<file path="src/rtl/wam_pkg.sv">
// Shared whack-a-mole types and default timing constants.
// Used by the mole controller, display and score blocks.
package wam_pkg;

  typedef enum logic [1:0] {
    IDLE = 2'd0,
    GAP  = 2'd1,
    UP   = 2'd2,
    OVER = 2'd3
  } state_e;

  localparam int HOLE_IDX_W     = 4;
  localparam int NUM_HOLES_DEF  = 16;
  localparam int TICK_DIV_DEF   = 50000;
  localparam int UP_TICKS_DEF   = 40;
  localparam int GAP_TICKS_DEF  = 10;
  localparam int MAX_MISSES_DEF = 5;
  localparam int CNT_W_DEF      = 8;

endpackage

</file>
<file path="src/rtl/tick_prescaler.sv">
// Game tick prescaler: counts 0..TICK_DIV-1, tick at the top.
// Ports: clk, rst_n (sync, active-low), restart_i (zero next cycle), tick_o.
module tick_prescaler #(
  parameter int TICK_DIV = 50000
) (
  input  logic clk,
  input  logic rst_n,
  input  logic restart_i,
  output logic tick_o
);

  localparam int CW = $clog2(TICK_DIV + 1);

  logic [CW-1:0] cnt_q;
  logic [CW-1:0] cnt_d;

  assign tick_o = (cnt_q == CW'(TICK_DIV - 1));

  always_comb begin
    cnt_d = cnt_q + CW'(1);
    if (restart_i || tick_o) begin
      cnt_d = '0;
    end
  end

  always_ff @(posedge clk) begin
    if (!rst_n) begin
      cnt_q <= '0;
    end else begin
      cnt_q <= cnt_d;
    end
  end

endmodule

</file>
<file path="src/rtl/mole_ctrl.sv">
// Mole controller: picks holes, times UP/GAP, counts hits and misses.
// Ports: clk, rst_n, rand_i[4:0], start, hit_btn, mole, score, misses, game_over, busy.
module mole_ctrl
  import wam_pkg::*;
#(
  parameter int NUM_HOLES  = NUM_HOLES_DEF,
  parameter int TICK_DIV   = TICK_DIV_DEF,
  parameter int UP_TICKS   = UP_TICKS_DEF,
  parameter int GAP_TICKS  = GAP_TICKS_DEF,
  parameter int MAX_MISSES = MAX_MISSES_DEF,
  parameter int CNT_W      = CNT_W_DEF
) (
  input  logic                 clk,
  input  logic                 rst_n,
  input  logic [4:0]           rand_i,
  input  logic                 start,
  input  logic [NUM_HOLES-1:0] hit_btn,
  output logic [NUM_HOLES-1:0] mole,
  output logic [CNT_W-1:0]     score,
  output logic [CNT_W-1:0]     misses,
  output logic                 game_over,
  output logic                 busy
);

  localparam int MAXT = (UP_TICKS > GAP_TICKS) ? UP_TICKS : GAP_TICKS;
  localparam int TW   = $clog2(MAXT + 1);
  localparam logic [CNT_W-1:0] MAXM = CNT_W'(MAX_MISSES);

  state_e state_q, state_d;

  logic [NUM_HOLES-1:0]  mole_q, mole_d;
  logic [CNT_W-1:0]      score_q, score_d;
  logic [CNT_W-1:0]      misses_q, misses_d;
  logic                  over_q, over_d;
  logic                  busy_q, busy_d;
  logic [TW-1:0]         tcnt_q, tcnt_d;
  logic [HOLE_IDX_W-1:0] last_q, last_d;
  logic [NUM_HOLES-1:0]  btn_prev_q;

  logic                  tick;
  logic                  restart;
  logic                  gap_done;
  logic                  up_done;
  logic                  hit;
  logic [NUM_HOLES-1:0]  press;
  logic [HOLE_IDX_W-1:0] idx_raw;
  logic [HOLE_IDX_W-1:0] pick;
  logic [CNT_W-1:0]      miss_inc;
  logic                  rand_unused;

  tick_prescaler #(
    .TICK_DIV (TICK_DIV)
  ) u_presc (
    .clk       (clk),
    .rst_n     (rst_n),
    .restart_i (restart),
    .tick_o    (tick)
  );

  assign rand_unused = rand_i[4];

  assign press    = hit_btn & ~btn_prev_q;
  assign hit      = press[last_q];
  assign gap_done = tick && (tcnt_q == TW'(GAP_TICKS - 1));
  assign up_done  = tick && (tcnt_q == TW'(UP_TICKS - 1));
  assign miss_inc = misses_q + CNT_W'(1);

  // Never light the same hole twice in a row.
  assign idx_raw = rand_i[HOLE_IDX_W-1:0];
  assign pick    = (idx_raw == last_q) ? idx_raw + HOLE_IDX_W'(1)
                                       : idx_raw;

  always_comb begin
    state_d  = state_q;
    mole_d   = mole_q;
    score_d  = score_q;
    misses_d = misses_q;
    last_d   = last_q;
    tcnt_d   = tick ? tcnt_q + TW'(1) : tcnt_q;
    unique case (state_q)
      IDLE: begin
        mole_d = '0;
        if (start) begin
          score_d  = '0;
          misses_d = '0;
          state_d  = GAP;
        end
      end
      GAP: begin
        mole_d = '0;
        if (gap_done) begin
          last_d  = pick;
          mole_d  = NUM_HOLES'(1) << pick;
          state_d = UP;
        end
      end
      UP: begin
        // A hit on the final tick takes priority over the miss.
        if (hit) begin
          if (score_q != '1) begin
            score_d = score_q + CNT_W'(1);
          end
          mole_d  = '0;
          state_d = GAP;
        end else if (up_done) begin
          misses_d = miss_inc;
          mole_d   = '0;
          state_d  = (miss_inc == MAXM) ? OVER : GAP;
        end
      end
      OVER: begin
        mole_d = '0;
        if (start) begin
          score_d  = '0;
          misses_d = '0;
          state_d  = GAP;
        end
      end
      default: begin
        mole_d  = '0;
        state_d = IDLE;
      end
    endcase
    restart = (state_d != state_q);
    if (restart) begin
      tcnt_d = '0;
    end
    over_d = (state_d == OVER);
    busy_d = (state_d == GAP) || (state_d == UP);
  end

  always_ff @(posedge clk) begin
    if (!rst_n) begin
      state_q    <= IDLE;
      mole_q     <= '0;
      score_q    <= '0;
      misses_q   <= '0;
      over_q     <= 1'b0;
      busy_q     <= 1'b0;
      tcnt_q     <= '0;
      last_q     <= '0;
      btn_prev_q <= '0;
    end else begin
      state_q    <= state_d;
      mole_q     <= mole_d;
      score_q    <= score_d;
      misses_q   <= misses_d;
      over_q     <= over_d;
      busy_q     <= busy_d;
      tcnt_q     <= tcnt_d;
      last_q     <= last_d;
      btn_prev_q <= hit_btn;
    end
  end

  assign mole      = mole_q;
  assign score     = score_q;
  assign misses    = misses_q;
  assign game_over = over_q;
  assign busy      = busy_q;

endmodule
</file>
<file path="config.mk">
export PLATFORM = sky130hd
export DESIGN_NAME = mole_ctrl
export DESIGN_NICKNAME = d
export VERILOG_FILES = /design/src/rtl/wam_pkg.sv /design/src/rtl/tick_prescaler.sv /design/src/rtl/mole_ctrl.sv
export SDC_FILE = /design/constraint.sdc
export NUM_CORES = 1
export LEC_CHECK = 0
export ABC_AREA = 1
export CORE_ASPECT_RATIO = 1.25
export CORE_MARGIN = 1.5
export CORE_UTILIZATION = 50
export CTS_CLUSTER_SIZE = 14
export DETAILED_ROUTE_END_ITERATION = 7
export GPL_TIMING_DRIVEN = 0
export PLACE_DENSITY = 0.8
export SLEW_MARGIN = 20
export SYNTH_ARGS = -nofsm -noshare
export SYNTH_HDL_FRONTEND = slang
export SYNTH_SLANG_ARGS = --single-unit
</file>
<file path="constraint.sdc">
create_clock -name clk -period 3.2 [get_ports clk]
set_input_delay 0.48 -clock clk [delete_from_list [all_inputs] [get_ports clk]]
set_output_delay 0.48 -clock clk [all_outputs]
set_load 0.03 [all_outputs]
</file>
# Word-level counts from Yosys, hierarchy flattened
# Cells that the tools add are included.
# totals
regBits	78
elab_cells	71
in_bits	24
ram_bits	0
rom_bits	0
latchBits	0
mem_count	0
output_inout_bits	34
# op_classes
magnitude_cmp	1
shift	1
n_addsub	5
n_reduce_logical	12
n_eq_ne	19
bitwise_logic	3
mul	0
div	0
n_mux	20
# ops
cell	n
two-way mux 16 bit	3
one-hot mux 16 bit (3 select lines)	1
two-way mux 8 bit	5
one-hot mux 8 bit (2 select lines)	2
adder 16 x 1 -> 16 bit (second input constant)	1
adder 8 x 1 -> 8 bit (second input constant)	2
bitwise AND 16 bit	1
equality test 16 bit (second input constant)	1
NOT 16 bit	1
<< shifter 1 x 4 -> 16 bit (first input constant)	1
two-way mux 2 bit	5
equality test 2 bit (second input constant)	4
equality test 8 x 3 -> 1 bit (second input constant)	1
!= test 2 bit (second input constant)	4
!= test 8 bit (second input constant)	1
AND reduction 4 bit	2
adder 6 x 1 -> 6 bit (second input constant)	1
equality test 6 x 4 -> 1 bit (second input constant)	1
equality test 6 bit (second input constant)	1
one-hot mux 2 bit (3 select lines)	1
OR reduction 2 bit	3
< comparator 4 x 5 -> 1 bit (second input constant)	1
adder 4 x 1 -> 4 bit (second input constant)	1
binary-select mux 1 bit (select 4 bit)	1
other kinds (13)	16

# Logic depth before layout (Yosys ltp)
# Gate-level depths: netlist of run 1.
# logic_depth
depth_word	9
ltp_mapped	18
depth_no_buf	17

# Cells and area by module
# From an unflattened synthesis of run 1, not the netlist that was laid out.
# unflattened
cells_unflattened	560
hier_area_um2	3966.3
# by_module_without_submodules
module	seq_area_each_um2	cells_per_inst	area_per_inst_um2	n_inst
mole_ctrl	1241.2	432	3120.5	1
tick_prescaler	320.3	128	845.8	1

# Worst setup path after synthesis of run 1
# OpenSTA, ideal clock, no wires.
# synth_path
path_type	reg2reg
from	register misses_q[1], in the netlist misses[1]
to	register u_presc.cnt_q[13]
stages_incl_launch_ff	13
arrival_time_ps	1985
setup_time_ps	121
setup_slack_ps	1094
path_cell_list	dfxtp_1 > ha_1 > nand3_1 > nor2_1 > xor2_1 > nand4_1 > nand2_1 > nand2_1 > nand2_1 > nand3_1 > nand4_4 > buf_12 > nor2_4
# synth_between
elab_chain_cells	9
# synth_rtl
element	line_no	source
start, declared	mole_ctrl.sv:33	logic [CNT_W-1:0] misses_q, misses_d;
start signal, assigned	mole_ctrl.sv:147	misses_q <= misses_d;
adder 8 x 1 -> 8 bit	mole_ctrl.sv:66	assign miss_inc = misses_q + CNT_W'(1);
equality test 8 x 3 -> 1 bit	mole_ctrl.sv:108	state_d = (miss_inc == MAXM) ? OVER : GAP;
two-way mux 2 bit	mole_ctrl.sv:108	
two-way mux 2 bit	mole_ctrl.sv:105	end else if (up_done) begin
two-way mux 2 bit	mole_ctrl.sv:99	if (hit) begin
one-hot mux 2 bit (3 select lines)	mole_ctrl.sv:80	unique case (state_q)
!= test 2 bit	mole_ctrl.sv:124	restart = (state_d != state_q);
logical OR 1 bit	tick_prescaler.sv:21	if (restart_i || tick_o) begin
OR reduction 2 bit (no source line)	-	
end signal, assigned	tick_prescaler.sv:30	cnt_q <= cnt_d;
end, declared	tick_prescaler.sv:14	logic [CW-1:0] cnt_q;
# Every way passes these cells.
# A chain may end at the register's enable or synchronous reset.

# Worst setup path in the final report of run 1
# layout_path
from	register state_q[0]
to	register u_presc.cnt_q[15]
# layout_between
elab_chain_cells	6
word_cells_on_any_way	13
# layout_rtl
element	line_no	source
start, declared	mole_ctrl.sv:29	state_e state_q, state_d;
start signal, assigned	mole_ctrl.sv:144	state_q <= state_d;
equality test 2 bit, or another cell as far along	mole_ctrl.sv:80	
OR reduction 2 bit (no source line) / two-way mux 2 bit (equally long branches)	-	
one-hot mux 2 bit (3 select lines)	mole_ctrl.sv:80	
!= test 2 bit *	mole_ctrl.sv:124	
logical OR 1 bit *	tick_prescaler.sv:21	
OR reduction 2 bit (no source line) *	-	
# Mark *: on every way between the ends. The rest lies on a longest branch, timed or not.

==> results of run 1 <==
## cell families after synthesis
kind of cell	share of synthesized area
xor+xnor	0.0635
simple gates	0.307
compound gates	0.105
flops	0.390
buf+inv	0.0997
fa+ha+maj	0.0344
## power by group through the flow
| stage | combinational (uW) | sequential [uW] | clock (uW) |
|---|---|---|---|
| 3_5_place_dp | 1180 | 1200 | 0 |
| 3_3_place_gp | 1150 | 1200 | 0 |
| 5_1_grt | 1300 | 1190 | 872 |
| 4_1_cts | 1180 | 1180 | 829 |
| 6_report | 1180 | 1180 | 816 |
| 2_1_floorplan | 666 | 1360 | 0 |
## metrics by stage
stage          power [uW]  hold WS, ns  utilization  instances  instance area, um2
2_1_floorplan        2020        0.418            -        525                4000
3_3_place_gp         2350        0.426        0.599        675                4670
3_5_place_dp         2380        0.451        0.599        675                4670
4_1_cts              3190        0.466        0.628        691                4890
5_1_grt              3360        0.487        0.628        691                4890
6_report             3180        0.466        0.628        691                4890
## cell type report
cell class / count / area (um2)
fillers: 671 / 2900
multi-input cells: 348 / 2040
flip-flops and latches: 78 / 1560
repair buffers: 55 / 551
inverters: 84 / 315
clock buffers: 9 / 124
well taps: 95 / 119
clock inverters: 7 / 97.6
plain buffers: 15 / 83.8
## state kept, by name, indices dropped and copies added, names as in the netlist
signal         flops
btn_prev_q        16
misses             8
last_q             4
busy               1
u_presc.cnt_q     16
mole              16
state_q            2
tcnt_q             6
score              8
game_over          1
## cell usage after synthesis (3+ instances only)
master / number / area [um2]
a211oi_1: 8 / 60.1
nor3_1: 12 / 60.1
o21ai_0: 26 / 130
a21oi_1: 37 / 185
xnor2_1: 9 / 78.8
nand2_1: 74 / 278
nand3_1: 48 / 240
ha_1: 11 / 138
nor2_4: 12 / 135
nor2_1: 41 / 154
xor2_1: 15 / 131
inv_1: 76 / 285
clkbuf_1: 9 / 33.8
inv_2: 7 / 26.3
nand3b_1: 13 / 97.6
dfxtp_1: 78 / 1560
buf_2: 3 / 15.0
nand2_2: 5 / 31.3
nor2_2: 4 / 25.0
nand4_1: 12 / 75.1
## final timing paths
kind	from	endpoint	slack, ns	cells after the start
setup / recovery	state_q[0]	u_presc.cnt_q[15]	0.76	12
hold / removal	u_presc.cnt_q[0]	u_presc.cnt_q[0]	0.47	1
setup reg to reg	state_q[0]	u_presc.cnt_q[15]	0.76	12
hold reg to reg	u_presc.cnt_q[0]	u_presc.cnt_q[0]	0.47	1
## critical path, cell delays in order, from the launching register on
cell	delay [ns]
dfxtp_1	0.43
inv_1	0.13
ha_1	0.29
buf_2	0.17
clkinv_1	0.26
o31ai_1	0.30
inv_1	0.08
nand3_1	0.08
nand2_1	0.06
inv_1	0.11
nand4_4	0.17
buf_12	0.21
nor2_4	0.07
## layer usage
metal	wire length, um	share of wire	up-vias
met2	4250	0.50	77
met3	386	0.046	18
li1	-	-	1838
met5	0	0	-
met1	3570	0.42	1630
met4	212	0.025	0
==> reports/qor.txt, run 1 <==
Worst Skew -> 0.0141 ns
Vias -> 3,563
Ys Warns -> 0
Share of layout cells above drive strength 1 -> 0.102
Later-pin clock latency in the skew report -> 0.36 ns
Clock buffer depth -> 2
P_leak -> 0.00195 uW
Int Power -> 1950 uW
Cts repair resizes -> 0
Tmin final -> 2.44 ns
Max H-tree Level -> 3
Row cnt -> 36
Largest net degree at the start of global routing -> 15
Grt met1 use -> 0.223
Die Area -> 8550 um2
Syn Nets -> 560
Die Wd -> 83.0 um
IO buf count -> 55
Crit path max fanout -> 10
GRT overflow -> 0
Number of I/O pins -> 58
P_sw -> 1220 uW
Pre-CTS WS -> 0.544 ns
Global-route wire length before repair -> 14,400 um
Crit end category -> flip-flop
Vias per inst -> 5.16
Worst min path class -> reg -> reg
Max Clk Rate -> 410 MHz
Number of global-route vias before repair -> 3,442
CTS root buffer -> clkbuf_8
Maximum VDD drop -> 491 uV
RSZ-0062 raised after global routing -> false
Highest-count cells in the layout ignoring fill and taps -> 78 x dfxtp_1, 76 x inv_1, 74 x nand2_1
CP required -> 3.50 ns
Layout area overhead -> 22.3%
# hold bufs at CTS -> 0
Total track usage -> 0.206
Status -> completed
WS Path Type -> reg -> reg
Post-CTS Setup Repair Bufs -> 0
Sink Count -> 78
Met2 Usage GRT -> 0.386
Tightest Pin Transition -> 0.617 ns
Netlist Area Pre-Place -> 4000 um2
Number of diodes -> 0
DR WL/cell -> 12.2 um
Top_reg_cell synth -> dfxtp_1
Clock transition at the registers of the reported paths -> 0.09 ns
DRC viols -> 0
Die height -> 103 um
GR peak layer -> met2
Ys async rst share -> 0
Met3 Usage GRT -> 0.0448
# setup viols final -> 0
Tcrit/Tclk final -> 0.762
Switch share -> 0.385
Setup crit start kind -> flip-flop
Nets -> 626
Post-Synthesis Cells -> 525
Max_cap viols -> 0
Final hold violations -> 0
Final ANT Viol Nets -> 0
Post-synthesis area per instance -> 7.62 um2
Hpwl dp -> 6380 um
Post-synthesis cell type count -> 39
First-pass DRT Iterations -> 4
Power Density -> 649 nW/um2
Initial Util -> 0.513
Sequential Power Share -> 0.372
Detailed Route Iter0 Violations -> 112
Most common cell after layout, fill and taps aside -> dfxtp_1
Relative max-transition margin -> 0.584
CTS tree -> built
Sequential share of the synthesized area -> 0.390
Slew Viols, Final -> 0
Comb pwr share -> 0.371
CTS Buf Count -> 9
Number of antenna violations at the first check in global routing -> 0
Setup TNS -> 0 ns
Post-synth EDFFs -> 0
Final worst setup slack -> 0.760 ns
Clock power frac -> 0.257
Number of synthesized register bits -> 78
Core area -> 7790 um2
Total Wirelength -> 8420 um
RePlAce Congestion -> 0.882
Critical Path AT -> 2.74 ns
(Power assumes the default switching activity.)
==> inputs of run 2 (changes only) <==
CORE_UTILIZATION = 49   (was 50)
PLACE_DENSITY = 0.82   (was 0.8)
clock period = 2 ns   (was 3.2 ns; I/O delays follow)
==> run 2 against run 1 <==
Against the previous run: the flow now finishes with violations (setup timing); core utilization up 7.0 points; clock power up 36%; sequential cell count unchanged; power up 77%; cell count up 4.3%; critical endpoint is now u_presc.cnt_q[7].
==> reports/qor.txt, run 2 (synthesis results as in run 1) <==
Status -> finished, violations left
Violated checks -> setup timing
Vias per inst -> 5.32 (+3.1%)
Tcrit/Tclk final -> 1.09 (+0.325)
Number of global-route vias before repair -> 3,840 (+12%)
Fin util -> 0.698 (+0.0698)
Setup crit start kind -> flip-flop
Cells on Worst Hold Path -> 3 (+2)
Initial Util -> 0.511 (-0.00295)
Clock transition at the registers of the reported paths -> 0.08 ns (about the same)
WS Path Type -> reg -> reg
Number of diodes -> 0 (unchanged)
Reg2reg path depth -> 13 (+1)
Layout area overhead -> 36.6%
Tmin final -> 2.18 ns (-0.265 ns)
Most common cell after layout, fill and taps aside -> inv_1
Die Area -> 8720 um2 (+2.0%)
DR WL/cell -> 14.7 um (+21%)
CTS Buf Count -> 9 (unchanged)
Maximum VDD drop -> 818 uV (+66%)
CTS tree -> built
Later-pin clock latency in the skew report -> 0.35 ns (about the same)
Die height -> 104 um (+0.99%)
Vias -> 3,834 (+7.6%)
P_sw -> 2270 uW (+85%)
Hpwl dp -> 6560 um (+3.0%)
Max Clk Rate -> 460 MHz (+12%)
Comb pwr share -> 0.458 (+0.087)
Int Power -> 3360 uW (+72%)
Relative max-transition margin -> 0.600 (+0.0162)
Pre-CTS WS -> -0.439 ns (-0.983 ns)
Power Density -> 1030 nW/um2 (+58%)
# fillers -> 553 (-18%)
# setup viols final -> 23 (+23)
Footprint of the multi-input gates -> 2320 um2 (+14%)
FF/Latch Area -> 1600 um2 (+2.3%)
Number of antenna violations at the first check in global routing -> 0 (unchanged)
Tot Pwr -> 5630 uW (+77%)
Number of I/O pins -> 58 (unchanged)
Switch share -> 0.403 (+0.0176)
RSZ-0062 raised after global routing -> true
Worst min path class -> in -> reg
CP required -> 2.29 ns (-1.21 ns)
Global-route wire length before repair -> 16,600 um (+15%)
Clock power frac -> 0.197 (-0.060)
Critical Path AT -> 2.46 ns (-0.28 ns)
Max H-tree Level -> 3 (unchanged)
DRC viols -> 0 (unchanged)
Total Wirelength -> 10,600 um (+26%)
IO buf count -> 55 (unchanged)
Crit path max fanout -> 8 (-2)
Final Cell Area -> 5470 um2 (+12%)
Largest net degree at the start of global routing -> 13 (-2)
Total track usage -> 0.229 (+0.0228)
Nets -> 658 (+5.1%)
Detailed Route Iter0 Violations -> 271 (+140%)
Worst Skew -> 0.00874 ns (-0.00533 ns)
Sequential Power Share -> 0.345 (-0.027)
First-pass DRT Iterations -> 4 (unchanged)
P_leak -> 0.00218 uW (+12%)
Highest-count cells in the layout ignoring fill and taps -> 68 x inv_1, 63 x nand2_1, 59 x dfxtp_1
Crit end category -> flip-flop
Final worst setup slack -> -0.175 ns (-0.935 ns)
CTS root buffer -> clkbuf_8
Final hold slack -> 0.421 ns (-0.0455 ns)
Final hold violations -> 0 (unchanged)
Sink Count -> 78 (unchanged)
Row cnt -> 36 (unchanged)
Max_cap viols -> 0 (unchanged)
RePlAce Congestion -> 0.856 (-3.0%)
Cell Area, Placed -> 4670 um2 (about the same)
GRT overflow -> 0 (unchanged)
Slew Viols, Final -> 0 (unchanged)
Core area -> 7840 um2 (+0.58%)
Share of layout cells above drive strength 1 -> 0.270 (+0.168)
Clock buffer depth -> 2 (unchanged)
Die Wd -> 83.8 um (+0.98%)
Final ANT Viol Nets -> 0 (unchanged)
Tightest Pin Transition -> 0.600 ns (-0.0177 ns)
[run 2: layout make-up]
| type | instances | share of cell area |
|---|---|---|
| Multi-Input combinational cell | 348 | 0.425 |
| Sequential cell | 78 | 0.292 |
| Timing Repair Buffer | 88 | 0.155 |
| Inverter | 84 | 0.0590 |
| Clock buffer | 9 | 0.0227 |
| Tap cell | 95 | 0.0217 |
| Buffer | 14 | 0.0151 |
| Clock inverter | 5 | 0.00961 |
[run 2: worst paths after layout]
path / start / end / slack [ns]
setup / recovery: state_q[0] / u_presc.cnt_q[7] / -0.18
hold / removal: rst_n / score[0] / 0.42
setup reg to reg: state_q[0] / u_presc.cnt_q[7] / -0.18
hold reg to reg: u_presc.cnt_q[0] / u_presc.cnt_q[0] / 0.44
[run 2: metal layers]
layer	track usage	part of all wire
met1	0.248	0.40
met5	0	0
met3	0.0405	0.038
met4	0.117	0.036
met2	0.421	0.52
[run 2: critical path, stage by stage, from the launching register on]
cell and delay [ns]:
dfxtp_4 0.36, inv_2 0.06, ha_1 0.30, buf_4 0.18, clkinv_4 0.07, o31ai_2 0.25
inv_1 0.14, nand3_2 0.10, nand2_2 0.05, inv_2 0.09, nand4_4 0.15, buf_12 0.16
buf_16 0.13, nor2_4 0.06
[run 2: what timing repair did]
item                       4_1_cts  5_1_grt
cloned                           1        1
buffers inserted                16       15
pin swaps                        6       23
resized for setup               35       78
hold buffers                     0        0
setup endpoints to repair       53       48
[run 2: per-stage QoR]
stage	instances	setup TNS [ns]
2_1_floorplan	525	0
3_3_place_gp	675	-11.58
3_5_place_dp	675	-16.30
4_1_cts	706	-0.134
5_1_grt	721	-4.55
6_report	721	-2.18
[run 2: power groups by stage]
| stage | logic (uW) | registers, uW | clock network [uW] |
|---|---|---|---|
| 6_report | 2570 | 1940 | 1110 |
| 5_1_grt | 2750 | 1960 | 1190 |
| 4_1_cts | 2300 | 1890 | 1120 |
| 3_5_place_dp | 1920 | 1930 | 0 |
| 3_3_place_gp | 1860 | 1920 | 0 |
| 2_1_floorplan | 1070 | 2170 | 0 |
